**config.mk**
```make
export PLATFORM = sky130hd
export DESIGN_NAME = comparator_seq
export DESIGN_NICKNAME = d
export VERILOG_FILES = /design/src/rtl/comparator_seq.sv
export SDC_FILE = /design/constraint.sdc
export NUM_CORES = 1
export LEC_CHECK = 0
export ABC_CLOCK_PERIOD_IN_PS = 2600
export CAP_MARGIN = 20
export CORE_UTILIZATION = 35
export DETAILED_ROUTE_END_ITERATION = 6
export PLACE_DENSITY_LB_ADDON = 0.3
export REMOVE_ABC_BUFFERS = 1
export SLEW_MARGIN = 15
export SYNTH_ARGS = -nofsm -noshare
export SYNTH_HDL_FRONTEND = slang
export SYNTH_SLANG_ARGS = --single-unit
```
**constraint.sdc**
```tcl
create_clock -name clk -period 2.6 [get_ports clk]
set_input_delay 0.52 -clock clk [delete_from_list [all_inputs] [get_ports clk]]
set_output_delay 0.52 -clock clk [all_outputs]
set_load 0.005 [all_outputs]
```
**src/rtl/comparator_seq.sv**
```systemverilog
`default_nettype none
// ============================================================================
// Module   : comparator_seq
// Brief    : MSB-first chunk-serial magnitude comparator with early exit,
//            signed/unsigned modes and a start/busy/done handshake.
// Revision : 1.0 - initial release
// ============================================================================
module comparator_seq #(
    parameter int WIDTH = 16,
    parameter int DIGIT = 4
) (
    input  logic             clk,
    input  logic             rst_n,
    input  logic             start,
    input  logic [WIDTH-1:0] in1,
    input  logic [WIDTH-1:0] in2,
    input  logic             signed_mode,
    output logic             busy,
    output logic             done,
    output logic             less,
    output logic             great,
    output logic             eq
);

    localparam int N  = WIDTH / DIGIT;
    localparam int CW = $clog2(N) + 1;

    localparam logic [CW-1:0]    C_LAST      = CW'(N - 1);
    localparam logic [DIGIT-1:0] C_SIGN_MASK = DIGIT'(1) << (DIGIT - 1);

    typedef enum logic [0:0] {
        S_IDLE = 1'b0,
        S_RUN  = 1'b1
    } state_t;

    state_t           state_q, state_d;
    logic [WIDTH-1:0] a_q, a_d;
    logic [WIDTH-1:0] b_q, b_d;
    logic             sgn_q, sgn_d;
    logic [CW-1:0]    idx_q, idx_d;
    logic             less_q, less_d;
    logic             great_q, great_d;
    logic             eq_q, eq_d;
    logic             done_q, done_d;

    logic [WIDTH-1:0] w_a_shl;
    logic [WIDTH-1:0] w_b_shl;
    logic [DIGIT-1:0] w_chunk_a;
    logic [DIGIT-1:0] w_chunk_b;
    logic             w_top;

    // Operands shift left so the chunk under test always sits at the MSB end.
    generate
        if (N > 1) begin : g_shift
            assign w_a_shl = {a_q[WIDTH-DIGIT-1:0], {DIGIT{1'b0}}};
            assign w_b_shl = {b_q[WIDTH-DIGIT-1:0], {DIGIT{1'b0}}};
        end else begin : g_noshift
            assign w_a_shl = a_q;
            assign w_b_shl = b_q;
        end
    endgenerate

    // Flipping the sign bit of the top chunk maps two's-complement order onto unsigned order.
    assign w_top     = sgn_q && (idx_q == C_LAST);
    assign w_chunk_a = a_q[WIDTH-1 -: DIGIT] ^ (w_top ? C_SIGN_MASK : '0);
    assign w_chunk_b = b_q[WIDTH-1 -: DIGIT] ^ (w_top ? C_SIGN_MASK : '0);

    always_ff @(posedge clk or negedge rst_n) begin
        if (!rst_n) begin
            state_q <= S_IDLE;
            a_q     <= '0;
            b_q     <= '0;
            sgn_q   <= 1'b0;
            idx_q   <= '0;
            less_q  <= 1'b0;
            great_q <= 1'b0;
            eq_q    <= 1'b0;
            done_q  <= 1'b0;
        end else begin
            state_q <= state_d;
            a_q     <= a_d;
            b_q     <= b_d;
            sgn_q   <= sgn_d;
            idx_q   <= idx_d;
            less_q  <= less_d;
            great_q <= great_d;
            eq_q    <= eq_d;
            done_q  <= done_d;
        end
    end

    always_comb begin
        state_d = state_q;
        a_d     = a_q;
        b_d     = b_q;
        sgn_d   = sgn_q;
        idx_d   = idx_q;
        less_d  = less_q;
        great_d = great_q;
        eq_d    = eq_q;
        done_d  = 1'b0;

        case (state_q)
            S_IDLE: begin
                if (start) begin
                    a_d     = in1;
                    b_d     = in2;
                    sgn_d   = signed_mode;
                    idx_d   = C_LAST;
                    less_d  = 1'b0;
                    great_d = 1'b0;
                    eq_d    = 1'b0;
                    state_d = S_RUN;
                end
            end
            S_RUN: begin
                if (w_chunk_a != w_chunk_b) begin
                    great_d = (w_chunk_a > w_chunk_b);
                    less_d  = (w_chunk_a < w_chunk_b);
                    eq_d    = 1'b0;
                    done_d  = 1'b1;
                    state_d = S_IDLE;
                end else if (idx_q == '0) begin
                    great_d = 1'b0;
                    less_d  = 1'b0;
                    eq_d    = 1'b1;
                    done_d  = 1'b1;
                    state_d = S_IDLE;
                end else begin
                    idx_d = idx_q - CW'(1);
                    a_d   = w_a_shl;
                    b_d   = w_b_shl;
                end
            end
            default: state_d = S_IDLE;
        endcase
    end

    assign busy  = (state_q == S_RUN);
    assign done  = done_q;
    assign less  = less_q;
    assign great = great_q;
    assign eq    = eq_q;

endmodule
`default_nettype wire

```
After elaboration in Yosys (flattened, before gate mapping)
Index checks and enable logic that the tools add are counted.
W data, S select, Z words.

storage, ports and cells
  flip-flop bits (word level) = 41
  input port bits = 36

cells by class
  add/sub/neg operators = 1
  magnitude comparators = 2
  eq/ne operators = 6
  multiplexer cells = 29
  bitwise operators = 3
  reductions and logical operators = 5

operator list
  kind                   number
  $mux W16               6
  $pmux W16 S2           2
  $mux W1                12
  $mux W3                3
  $pmux W1 S2            4
  $xor A4 B4 Y4          2
  $ne A2 B2 Y1 const B   3
  $pmux W3 S2            1
  $gt A4 B4 Y1           1
  $lt A4 B4 Y1           1
  $mux W4                1
  $ne A4 B4 Y1           1
  $reduce_and A2 Y1      2
  $eq A3 B2 Y1 const B   1
  $logic_not A3 Y1       1
  $ne A3 B1 Y1 const B   1
  $reduce_and A3 Y1      1
  $sub A3 B1 Y3 const B  1
  $logic_and A1 B1 Y1    1
  $not A1 Y1             1

Logic depth before layout (Yosys ltp)
Gate-level depths: netlist of run 1.

  depth after elaboration = 7
  depth in mapped cells = 8
  depth with buffers taken out = 6

Least setup slack after synthesis of run 1
OpenSTA, ideal clock, no wires.

  path kind = register -> register
  from = reg idx_q[0]
  to = reg b_q[13]
  setup time = 0.140 ns
  arrival = 1.728 ns
  required time = 2.460 ns
  path slack = 0.732 ns
  stages on the path, launching flop included = 9
  path buffers = 2
  period minus slack after synthesis = 1.868 ns
  cells stage by stage = dfrtp_1 > inv_1 > ha_1 > ha_1 > or4_1 > buf_6 > buf_6 > o22ai_1 > a31oi_1

on the way
  cells in the longest elaborated chain, start to end = 7
  elaborated cells on any way between the ends = 10

RTL lines
  element                                  line    RTL
  start, declared                          40      logic [CW-1:0] idx_q, idx_d;
  start signal, assigned                   84      idx_q <= idx_d;
  $eq A3 B2 Y1                             64      assign w_top = sgn_q && (idx_q == C_LAST);
  $logic_and A1 B1 Y1                      64
  $mux W4                                  65, 66
  $xor A4 B4 Y4, on equally long branches  65, 66
  $ne A4 B4 Y1                             117     if (w_chunk_a != w_chunk_b) begin
  $ne A2 B2 Y1 (no source line)            -
  $reduce_and A3 Y1 (no source line) (*)   -
  end signal, assigned                     72      b_q <= '0;
  end signal, assigned                     82      b_q <= b_d;
  end, declared                            38      logic [WIDTH-1:0] b_q, b_d;

Every way passes the cells marked *; elsewhere a longest branch is shown, timed or not.
A chain may end at the register's enable or synchronous reset.

Worst setup path after layout of run 1
  from = reg idx_q[0]
  to = reg idx_q[0]

on the way
  cells in the longest elaborated chain, start to end = 7
  elaborated cells on any way between the ends = 14

RTL lines
  element                                  line
  $eq A3 B2 Y1                             64
  $logic_and A1 B1 Y1                      64
  $mux W4                                  65, 66
  $xor A4 B4 Y4, on equally long branches  65, 66
  $ne A4 B4 Y1                             117
  $ne A2 B2 Y1 (no source line)            -
  $reduce_and A3 Y1 (no source line)       -

Several ways; a longest one is shown, not always the timed one. The select of a mux whose other input is x is not followed.

==> results.cfg, run 1 <==
[synth]
synth_top_cell_by_area = dfrtp_1
netlist_area_mm2 = 0.00190
yosys.area_share.simple_pct = 14.4
synth-xor-area-share_pct = 0.461
synth-seq-area-share_pct = 54.0
netlist-cell-type-count = 30
synth_most_common_cell = dfrtp_1
ys_top_cells_by_count = dfrtp_1 (41), nor2_1 (24), nand2_1 (23), a21oi_1 (22), o22ai_1 (20)
synthAdderAreaFrac_pct = 3.95
synth.avg_cell_area_um2 = 9.85
synth_top_family_by_area = compound AO/OA/AOI/OAI gates
synth-seq-cells = 41
synthFlopType = dfrtp_1
synth_compound_area_share_pct = 19.1
synthMuxAreaShare_pct = 1.12
synth_warnings = 0
synth-edff-count = 0
ys_top_cells_by_area = dfrtp_1 (54%), o22ai_1 (6.6%), a21oi_1 (5.8%), nor2_1 (4.7%), nand2_1 (4.5%)
synth.top_cell.area_share_pct = 54.0
syn_inst = 193
ys_async_sr_fraction_pct = 100

[clock_network]
cts-buffers-inserted = 5
clock_latency_ns = 0.29
clkTransAtPathRegs_ns = 0.07
postCtsSetupBuffers = 0
cts_resized = 0
htreeDepth = 2
clockBufferDepth = 2
cts_tree = done
root_buffer = clkbuf_8
clock-sinks = 41
ctsHoldBuffers = 0

[global_route]
grt-ovfl-total = 0
met3_usage_pct = 4.89
busiest_layer = met2
antenna_found_initial = 0
grt_pass1_vias = 1336
grt_max_degree = 42
met2_usage_pct = 23.6
met1_usage_pct = 16.8
globalRouteTotalUtil_pct = 14.2
grt_pass1_wl_um = 5890

[timing]
setup_violations = 0
min_period_over_period_pct = 84.9
rsz0062_at_grt = false
slew_headroom_pct = 39.7
drv_slew = 0
tns_ns = 0
finalWorstSetupSlack_ns = 0.393
hold_viol_final = 0
finalClockSkew_ns = 0.00521
fmax_mhz = 453
period_needed_ns = 2.21
tightest_slew_ns = 0.905

[route]
ant_nets = 0
drc = 0
vias = 1497
drt-wirelength-per-cell_um = 12.0
drtIter0Drc = 68
finalWirelength_um = 3620
via_per_inst = 4.96
drt_first_pass_iters = 4

[floorplan]
rows = 26
core_area_mm2 = 0.00517
die_w_um = 75.7
ioPinCount = 41
start_util_pct = 36.7
die_y_um = 75.7
fp.dieArea_mm2 = 0.00573

[place]
dpl.cell_count = 295
place_ws_ns = 0.394
portBuffers = 40
dpl.hpwl_um = 2430
globalplace.congestion = 0.731
place_area_mm2 = 0.00234

[critical_path]
critPathRequiredTime_ns = 2.78
setup.worst_path.start_class = register
reg2reg_slack_ns = 0.39
setup.worst_path.end_class = register
critical_path_class = register to register
critPathMaxFanout = 41
ff2ff_path_depth = 6
crit_arrival_ns = 2.39

[cells_and_area]
drive_gt1_share_pct = 9.05
diodes = 0
stdcell_area_mm2 = 0.00242
fillers = 495
largest_registers = a_q (16), b_q (16), idx_q (3)
nNetsFinal = 274
finalNonFillerCells = 302
final-seq-area_mm2 = 0.00103
multi_input_area_um2 = 743
area_delta_synth_final_pct = 27.5

[power_and_ir_drop]
p_per_area_mw_per_mm2 = 971
leakagePower_nw = 1.04
ir_drop_v = 0.000338

[worst_hold_path]
hold_class = input port to asynchronous set/reset pin

[status]
status = complete, no violations

[run]
max_cap_violations = 0
==> power by group <==
| part | internal, mW | total, mW | switching (mW) | leakage [nW] |
|---|---|---|---|---|
| combinational | 0.432 | 0.863 | 0.431 | 0.528 |
| sequential | 0.919 | 1.08 | 0.157 | 0.473 |
| clock | 0.210 | 0.413 | 0.203 | 0.0443 |
| total | 1.56 | 2.35 | 0.791 | 1.04 |
==> layer usage <==
metal,routed length [um],part of all wire (%)
met1,1690,47
met2,1700,47
met3,181,5.0
met4,44,1.2
met5,0,0
==> area by class of cell <==
type / count / share of cell area [%]
tap: 70 / 3.62
sequential: 41 / 42.4
timing repair buffer: 46 / 18.7
inverter: 7 / 1.08
multi-input combinational: 131 / 30.7
clock buffer: 7 / 3.56
==> metrics by stage <==
stage | hold WS (ns) | util [%] | total power [mW]
floorplan | 0.224 | - | 1.66
global placement | 0.469 | 45.2 | 1.93
detailed placement | 0.481 | 45.2 | 1.96
CTS | 0.385 | 46.8 | 2.39
global route | 0.438 | 46.8 | 2.56
finish | 0.355 | 46.8 | 2.35
==> worst max-delay path, stage by stage (launching register included) <==
cell and delay, ns:
dfrtp_1 0.36, inv_1 0.07, ha_1 0.19, ha_1 0.20, or4_2 0.68, buf_4 0.28, mux2_2 0.31
==> final timing paths <==
kind / from / end
worst max-delay path: idx_q[0]$_DFFE_PN0P_ / idx_q[0]$_DFFE_PN0P_
worst min-delay path: rst_n / eq$_DFFE_PN0P_
worst max register to register: idx_q[0]$_DFFE_PN0P_ / idx_q[0]$_DFFE_PN0P_
worst min register to register: sgn_q$_DFFE_PN0P_ / sgn_q$_DFFE_PN0P_
max in group asynchronous: rst_n / b_q[7]$_DFFE_PN0P_
min in group clk: sgn_q$_DFFE_PN0P_ / sgn_q$_DFFE_PN0P_
==> cells by family after synthesis <==
| kind of cell | count (synthesis) |
|---|---|
| AND/OR/NAND/NOR | 64 |
| AO/OA/AOI/OAI | 58 |
| flip-flops | 41 |
| buffers and inverters | 21 |
| adder cells (fa/ha/maj) | 6 |
| multiplexers | 2 |
| XOR/XNOR | 1 |
==> cells in the final DEF (no fill, tap or decap), types with 2 or more instances in the layout <==
cell type         n
a21oi_1          22
a31oi_1           3
buf_4             5
clkbuf_8          6
clkdlybuf4s50_1  39
dfrtp_1          41
ha_1              6
inv_1             6
nand2_1          23
nand2b_1          2
nand3_1          10
nor2_1           24
o21ai_0           3
o21ai_1           2
o22ai_1          20
o22ai_2           4
Note: power is estimated with default switching activity, not from simulation.
==> inputs of run 2 (changes only) <==
--- a/config.mk
+++ b/config.mk
@@ -5,7 +5,7 @@
 export SDC_FILE = /design/constraint.sdc
 export NUM_CORES = 1
 export LEC_CHECK = 0
-export ABC_CLOCK_PERIOD_IN_PS = 2600
+export ABC_CLOCK_PERIOD_IN_PS = 2000
 export CAP_MARGIN = 20
 export CORE_UTILIZATION = 35
 export DETAILED_ROUTE_END_ITERATION = 6
==> constraint.sdc (replaced) <==
create_clock -name clk -period 2 [get_ports clk]
set_input_delay 0.4 -clock clk [delete_from_list [all_inputs] [get_ports clk]]
set_output_delay 0.4 -clock clk [all_outputs]
set_load 0.005 [all_outputs]
==> run 2 against run 1 <==
- via count increased by 1.6%
- hold slack got worse by 0.19 ns
- die area unchanged
- clock power increased by 67%
- global-route usage increased by 0.66 points
- core utilization increased by 2.3 points
- register-to-register slack got worse by 0.29 ns
- wire length increased by 2.7%
- critical path depth unchanged
- largest power group unchanged
==> results.cfg, run 2 (synthesis results as in run 1) <==
[clock_network]
cts_tree = done
root_buffer = clkbuf_8
cts-buffers-inserted = 5
htreeDepth = 2
clock_latency_ns = 0.29
ctsHoldBuffers = 0
clkTransAtPathRegs_ns = 0.08
clock-sinks = 41
clockBufferDepth = 2

[timing]
period_needed_ns = 1.90
finalClockSkew_ns = 0.00590
min_period_over_period_pct = 95.0
hold_viol_final = 0
setup_violations = 0
tns_ns = 0
fmax_mhz = 526
tightest_slew_ns = 0.516
slew_headroom_pct = 65.6
rsz0062_at_grt = false
finalWorstSetupSlack_ns = 0.100
drv_slew = 0

[place]
portBuffers = 40
dpl.cell_count = 302
globalplace.congestion = 0.739
place_ws_ns = -0.107
dpl.hpwl_um = 2440

[floorplan]
die_w_um = 75.7
rows = 26
die_y_um = 75.7
ioPinCount = 41
core_area_mm2 = 0.00517
start_util_pct = 36.7
fp.dieArea_mm2 = 0.00573

[route]
drc = 0
finalWirelength_um = 3710
ant_nets = 0
drt_first_pass_iters = 5
via_per_inst = 4.91
drtIter0Drc = 94
vias = 1521
drt-wirelength-per-cell_um = 12.0

[power_and_ir_drop]
leakagePower_nw = 1.10
p_per_area_mw_per_mm2 = 1310
ir_drop_v = 0.000502
power.total_mw = 3.32

[critical_path]
critPathRequiredTime_ns = 2.18
critPathMaxFanout = 27
r2r-end = idx_q[0]$_DFFE_PN0P_
cp-startpoint = idx_q[0]$_DFFE_PN0P_
cp-endpoint = idx_q[0]$_DFFE_PN0P_
r2r_start = idx_q[0]$_DFFE_PN0P_
ff2ff_path_depth = 6
setup.worst_path.start_class = register
crit_arrival_ns = 2.08
critical_path_class = register to register
setup.worst_path.end_class = register
reg2reg_slack_ns = 0.10

[global_route]
grt_max_degree = 42
grt_pass1_vias = 1393
grt_pass1_wl_um = 6330
antenna_found_initial = 0
globalRouteTotalUtil_pct = 14.8
grt-ovfl-total = 0

[cells_and_area]
fillers = 504
nNetsFinal = 281
diodes = 0
drive_gt1_share_pct = 14.2
finalNonFillerCells = 310
final_cell_mix = dfrtp_1 (41), clkdlybuf4s50_1 (39), nor2_1 (24)
largest_registers = a_q (16), b_q (16), idx_q (3)
area_delta_synth_final_pct = 33.8
final_common_cell = dfrtp_1

[worst_hold_path]
hold_class = input port to asynchronous set/reset pin

[run]
max_cap_violations = 0

[status]
status = complete, no violations
## run 2: changes by cell type in the layout (fill, tap and decap cells not counted)
cell and delta:
o21ai_0 -1, ha_2 +1, clkbuf_1 -1, o22ai_1 -2, or4_4 +1, buf_12 +1, buf_4 +6, or4_2 -1
ha_1 -1, clkinvlp_4 +1, o21ai_2 +1, o22ai_2 +2, bufinv_16 +1
## run 2: metrics by stage
step	util, %	area (um2)	hold WS (ns)
final	49.2	2540	0.164
after detailed placement	45.9	2380	0.478
after CTS	48.8	2520	0.186
after floorplan	-	1790	0.104
after global routing	49.2	2540	0.217
after global placement	45.9	2380	0.474
## run 2: critical path, stage by stage, from the launching register on
cell and delay, ns:
dfrtp_1 0.35, inv_1 0.06, ha_1 0.20, ha_2 0.18, or4_4 0.56, buf_12 0.19
mux2_2 0.26
## run 2: timing repair
item / CTS / global route
pin swaps: 0 / 1
setup buffers: 0 / 0
endpoints found under the setup margin: 36 / 12
gates resized for setup: 7 / 5
## run 2: layout make-up
class	instances	area, um2	share of cell area, %
Sequential cell	41	1030	40.4
Clock inverter	2	37.5	1.48
Multi-Input combinational cell	131	764	30.1
Timing Repair Buffer	53	518	20.4
Clock buffer	6	82.6	3.25
Tap cell	70	87.6	3.44
Inverter	7	26.3	1.03
## run 2: routing by layer
metal / GRT usage (%) / part of all wire, % / vias to the layer above
li1: - / - / 773
met1: 19.8 / 48 / 708
met2: 23.3 / 46 / 36
met3: 5.03 / 4.7 / 4
met4: 3.70 / 0.97 / 0
met5: 0 / 0 / -
## run 2: worst min path at each step
stage | from | endpoint | slack (ns) | cells past startpoint
after detailed placement | less$_DFFE_PN0P_ | less$_DFFE_PN0P_ | 0.48 | 1
after floorplan | rst_n | a_q[0]$_DFFE_PN0P_ | 0.10 | 0
after global placement | sgn_q$_DFFE_PN0P_ | sgn_q$_DFFE_PN0P_ | 0.47 | 2
after CTS | rst_n | a_q[1]$_DFFE_PN0P_ | 0.19 | 2
final | rst_n | b_q[5]$_DFFE_PN0P_ | 0.16 | 2
after global routing | rst_n | b_q[5]$_DFFE_PN0P_ | 0.22 | 2
## run 2: power by group
| part | leakage (nW) | total, mW | internal, mW | switching [mW] |
|---|---|---|---|---|
| Sequential | 0.473 | 1.39 | 1.19 | 0.192 |
| Clock | 0.0574 | 0.690 | 0.406 | 0.284 |
| Combinational | 0.574 | 1.24 | 0.639 | 0.606 |
| Total | 1.10 | 3.32 | 2.24 | 1.08 |
